$ cat src/rtl/rpn_stack_ctrl.sv
// rpn_stack_ctrl
// Command sequencer for the RPN calculator datapath. Turns KEY presses into
// stack commands (push, pop, binary op, clear) and drives an external
// synchronous register file and a combinational ALU. It keeps shadow copies of
// the top two stack entries for the displays.
//
// Ports:
//   clk2      clock, all state updates on posedge
//   rst       synchronous active-low reset
//   mode      ALU op select (00 add, 01 sub, 10 and, 11 or), latched per command
//   key       pushbuttons, active-low: [0] clear, [1] op, [2] pop, [3] push
//   val       switch value to push
//   rf_we / rf_waddr / rf_wdata   regfile write port
//   rf_raddr / rf_rdata           regfile read port (data one cycle after address)
//   alu_a / alu_b / alu_op / alu_y  ALU operands (next, top), op and result
//   top / next  shadows of rf[sp-1] / rf[sp-2], zero when not present
//   depth     stack pointer, 0..2^AW
//   counter   number of executed commands, wraps
//   busy      FSM not idle
//   err       sticky illegal-command flag, cleared by the next good command
module rpn_stack_ctrl #(
  parameter int AW = 4,
  parameter int W  = 16
) (
  input  logic          clk2,
  input  logic          rst,
  input  logic [1:0]    mode,
  input  logic [3:0]    key,
  input  logic [W-1:0]  val,
  output logic          rf_we,
  output logic [AW-1:0] rf_waddr,
  output logic [W-1:0]  rf_wdata,
  output logic [AW-1:0] rf_raddr,
  input  logic [W-1:0]  rf_rdata,
  output logic [W-1:0]  alu_a,
  output logic [W-1:0]  alu_b,
  output logic [1:0]    alu_op,
  input  logic [W-1:0]  alu_y,
  output logic [W-1:0]  top,
  output logic [W-1:0]  next,
  output logic [AW:0]   depth,
  output logic [7:0]    counter,
  output logic          busy,
  output logic          err
);

  localparam logic [AW:0] DEPTH = (AW+1)'(1 << AW);
  localparam logic [AW:0] ONE   = (AW+1)'(1);
  localparam logic [AW:0] TWO   = (AW+1)'(2);

  typedef enum logic [2:0] {IDLE, PUSH, POP, OP, CLR, RD, FILL} state_t;

  state_t        state, state_nx;
  logic [3:0]    key_sync, key_q, key_prev;
  logic [2:0]    warm;
  logic [3:0]    press;
  logic [AW:0]   sp, sp_dec, sp_m2;
  logic [W-1:0]  top_r, next_r;
  logic [7:0]    counter_r;
  logic          err_r;
  logic [1:0]    alu_op_r;
  logic [AW-1:0] raddr_hold;
  state_t        sel_state;
  logic          sel_legal;
  logic          accept;
  logic          done_ok;

  // The warm-up shift register marks when key_prev holds a real sample
  // rather than the reset value; until then no edge can be trusted, which
  // keeps a button held through reset from firing on release of rst.
  assign press  = key_prev & ~key_q & {4{warm[2]}};
  assign sp_dec = sp - ONE;
  assign sp_m2  = sp - TWO;
  assign accept = (state == IDLE) && (|press);

  // Pick the highest-priority press and decide whether it is legal for the
  // current depth.
  always_comb begin
    sel_state = IDLE;
    sel_legal = 1'b0;
    if (press[0]) begin
      sel_state = CLR;
      sel_legal = 1'b1;
    end else if (press[1]) begin
      sel_state = OP;
      sel_legal = (sp >= TWO);
    end else if (press[2]) begin
      sel_state = POP;
      sel_legal = (sp != '0);
    end else if (press[3]) begin
      sel_state = PUSH;
      sel_legal = (sp != DEPTH);
    end
  end

  // State register.
  always_ff @(posedge clk2) begin
    if (!rst) state <= IDLE;
    else      state <= state_nx;
  end

  // Next-state and regfile port decode. The read address is driven
  // combinationally in RD so the synchronous regfile returns the entry
  // during FILL; otherwise it holds the last address issued.
  always_comb begin
    state_nx = state;
    rf_we    = 1'b0;
    rf_waddr = '0;
    rf_wdata = '0;
    rf_raddr = raddr_hold;
    done_ok  = 1'b0;
    case (state)
      IDLE: begin
        if (accept && sel_legal) state_nx = sel_state;
      end
      PUSH: begin
        rf_we    = 1'b1;
        rf_waddr = sp[AW-1:0];
        rf_wdata = val;
        state_nx = IDLE;
        done_ok  = 1'b1;
      end
      CLR: begin
        state_nx = IDLE;
        done_ok  = 1'b1;
      end
      POP: begin
        if (sp_dec >= TWO) state_nx = RD;
        else begin
          state_nx = IDLE;
          done_ok  = 1'b1;
        end
      end
      OP: begin
        rf_we    = 1'b1;
        rf_waddr = sp_m2[AW-1:0];
        rf_wdata = alu_y;
        if (sp_dec >= TWO) state_nx = RD;
        else begin
          state_nx = IDLE;
          done_ok  = 1'b1;
        end
      end
      RD: begin
        rf_raddr = sp_m2[AW-1:0];
        state_nx = FILL;
      end
      FILL: begin
        state_nx = IDLE;
        done_ok  = 1'b1;
      end
      default: state_nx = IDLE;
    endcase
  end

  // Key pipeline, stack shadows, depth, counter and error flag.
  always_ff @(posedge clk2) begin
    if (!rst) begin
      key_sync   <= 4'hF;
      key_q      <= 4'hF;
      key_prev   <= 4'hF;
      warm       <= '0;
      sp         <= '0;
      top_r      <= '0;
      next_r     <= '0;
      counter_r  <= '0;
      err_r      <= 1'b0;
      alu_op_r   <= '0;
      raddr_hold <= '0;
    end else begin
      key_sync <= key;
      key_q    <= key_sync;
      key_prev <= key_q;
      warm     <= {warm[1:0], 1'b1};
      case (state)
        IDLE: begin
          if (accept) begin
            if (sel_legal) alu_op_r <= mode;
            else           err_r    <= 1'b1;
          end
        end
        PUSH: begin
          next_r <= top_r;
          top_r  <= val;
          sp     <= sp + ONE;
        end
        CLR: begin
          sp     <= '0;
          top_r  <= '0;
          next_r <= '0;
        end
        POP: begin
          top_r <= next_r;
          sp    <= sp_dec;
          if (sp_dec < TWO) next_r <= '0;
        end
        OP: begin
          top_r <= alu_y;
          sp    <= sp_dec;
          if (sp_dec < TWO) next_r <= '0;
        end
        RD:   raddr_hold <= sp_m2[AW-1:0];
        FILL: next_r     <= rf_rdata;
        default: ;
      endcase
      if (done_ok) begin
        counter_r <= counter_r + 8'd1;
        err_r     <= 1'b0;
      end
    end
  end

  assign alu_a   = next_r;
  assign alu_b   = top_r;
  assign alu_op  = alu_op_r;
  assign top     = top_r;
  assign next    = next_r;
  assign depth   = sp;
  assign counter = counter_r;
  assign busy    = (state != IDLE);
  assign err     = err_r;

endmodule
$ cat config.mk
export PLATFORM = sky130hd
export DESIGN_NAME = rpn_stack_ctrl
export DESIGN_NICKNAME = d
export VERILOG_FILES = /design/src/rtl/rpn_stack_ctrl.sv
export SDC_FILE = /design/constraint.sdc
export NUM_CORES = 1
export LEC_CHECK = 0
export BUFFER_PORTS_ARGS = -buffer_cell sky130_fd_sc_hd__buf_2
export CORE_MARGIN = 4
export CORE_UTILIZATION = 48
export DETAILED_ROUTE_END_ITERATION = 16
export PLACE_DENSITY = 0.84
export SLEW_MARGIN = 20
export SYNTH_ARGS = -nofsm -noshare
export SYNTH_HDL_FRONTEND = slang
export SYNTH_SLANG_ARGS = --single-unit
$ cat constraint.sdc
create_clock -name clk2 -period 2.4 [get_ports clk2]
set_input_delay 0.6 -clock clk2 [delete_from_list [all_inputs] [get_ports clk2]]
set_output_delay 0.6 -clock clk2 [all_outputs]
set_load 0.005 [all_outputs]
==> run metrics <==
Hold EP=key_q[3]; max-capacitance violation count=0; largest net degree at the start of global routing=33; Critical Path Sink Type=output port; fin crit share=95.5%; WP data required=1.80 ns; EDFF count, synth=0; RePlAce Congestion=0.954; initial core utilization=50.2%; top post-synthesis cells by count=dfxtp_1, nand2_1, buf_4, nor2_1, mux2i_1; I/O Buffers=161; first-pass GRT wire length=15700 um; synthesized net count=477; Crit Path Max Fanout=10; register area share after synthesis=38.1%; final worst slack=0.109 ns; Die H=95.5 um; Clock transition at path regs=0.08 ns; hold depth=1; initial antenna violation count=0; layout cells sized above 1=37.7%; Area growth syn-to-layout=26.7%; placed cell areas=0.00440 mm2; synth warn=0; Fmax achieved=0.437 GHz; Synth area leader=dfxtp_1; gate count of the mapped netlist=412; Synth area leaders=dfxtp_1, buf_4, mux2i_1; synthesized area=0.00368 mm2; Synth Flop Type=dfxtp_1; worst relative slew slack=53.2%; critical hold path startpoint=key_sync[3]; reg2reg end=counter[4]; hold_ws=0.407 ns; Synth Register Bits=70; clock latency on the worst-skew pair=0.34 ns; CTS root buf=clkbuf_8; Design Area, Final=0.00466 mm2; GR Overflow Total=0; CP Launch Type=flop; Worst Path Arrival=1.69 ns; Max Root-Sink Buffers=2; clk_skew=0.00663 ns; reg-to-reg setup timing slack=0.15 ns; CTS Buf Count=9; num ports=162; core area=0.00733 mm2; placed insts=631; status=finished, final reports clean; vias per cell=5.48; GRT Util Overall=21.8%; crit path kind=flop to output port; Routed Antenna Nets=0; DIE WIDTH=95.5 um; First DRT Iteration DRCs=143; Sink Count=70; DR vias=3552; count leader, synth=dfxtp_1; Final Hold Viols=0; WL final=10300 um; routed len/inst=16.0 um; DRC Markers=0; number of diodes=0; Syn Area/Cell=8.93 um2; Die ar.=0.00913 mm2; max-slew violations=0; setup TNS=0 ns; # setup viols final=0; P_leak=2.39 nW; actual slew at the worst max-slew pin=0.701 ns; FF-to-FF Start=depth[1]; Detailed Place HPWL=7540 um; DP Worst Slack=0.0711 ns; total chip power=2.43 mW; Nets=609; ys async rst share=0%; final cell count without fillers=648; CTS tree=built; Hold Crit Class=flop to flop; P per Cell Area=521 mW/mm2; Pre-antenna DRT Iters=5; H-tree depth=3; count of cell types in the netlist=49; Layout Utilization=63.5%; Yosys top cell area share=38.1%; FP Rows=31; VDD IR max=0.000339 V; crit path time final=2.29 ns; number of global-route vias before repair=3308; R2R depth=9
[cell usage in the layout, fill, tap and decap left out, types with 3 or more instances in the layout]
| cell type | instances |
|---|---|
| buf_2 | 161 |
| dfxtp_1 | 70 |
| nand2_1 | 39 |
| nor2_1 | 32 |
| mux2i_1 | 23 |
| nor2b_1 | 21 |
| nand2b_1 | 19 |
| a22oi_1 | 17 |
| a221oi_1 | 16 |
| o211a_1 | 16 |
| buf_4 | 16 |
| o21ai_0 | 15 |
| a21oi_1 | 12 |
| ha_1 | 9 |
| clkbuf_8 | 9 |
| inv_1 | 7 |
| and2_1 | 7 |
| xnor2_1 | 6 |
| nand3_1 | 4 |
| nand3b_1 | 3 |
| bufinv_16 | 3 |
[report_power, final]
part	internal (mW)	switching, mW
clock	0.695	0.462
sequential	1.17	0.00389
combinational	0.0541	0.0421
[worst max-delay path by stage]
stage | startpoint | slack, ns | to
after global routing | depth[1] | -0.003 | counter[7]
final | state[0] | 0.11 | rf_raddr[2]
after global placement | depth[1] | 0.23 | counter[5]
after CTS | depth[1] | 0.04 | counter[5]
after detailed placement | depth[1] | 0.07 | counter[5]
after floorplan | depth[1] | 0.17 | counter[5]
[critical path, stage by stage (launching register included)]
cell,delay (ns)
dfxtp_1,0.48
nor2b_1,0.21
nand2_1,0.23
o21ai_0,0.28
buf_2,0.16
[state kept, by name (all words and copies together), names as in the netlist]
name and cells:
alu_a 16, alu_b 16, alu_op 2, counter 8
depth 5, err 1, key_prev 4, key_q 4
key_sync 4, raddr_hold 4, state 3, warm 3
[layer usage]
| layer | track usage, % | routed length (um) | up-vias |
|---|---|---|---|
| li1 | - | - | 1693 |
| met1 | 27.2 | 4140 | 1674 |
| met2 | 36.1 | 5170 | 175 |
| met3 | 4.66 | 924 | 10 |
| met4 | 9.36 | 107 | 0 |
| met5 | 0 | 0 | - |
[logic make-up after synthesis]
logic type / synth area share (%)
buffers and inverters: 10.1
XOR/XNOR: 1.91
flip-flops: 38.1
adder cells (fa/ha/maj): 3.06
AO/OA/AOI/OAI: 19.9
AND/OR/NAND/NOR: 20.7
multiplexers: 6.26
[area by class of cell]
type                       instances  area [um2]
clock buffer                       9         124
clock inverter                     7         121
fill                             612        2670
inverter                           8        30.0
multi-input combinational        277        1910
sequential                        70        1400
tap                               99         124
timing repair buffer             178         946
[what timing repair did]
action,CTS,global route
hold buffers,0,0
endpoints found under the setup margin,0,3
resized for setup,0,3
setup buffers,0,1
Power figures use the tool's default switching activity.
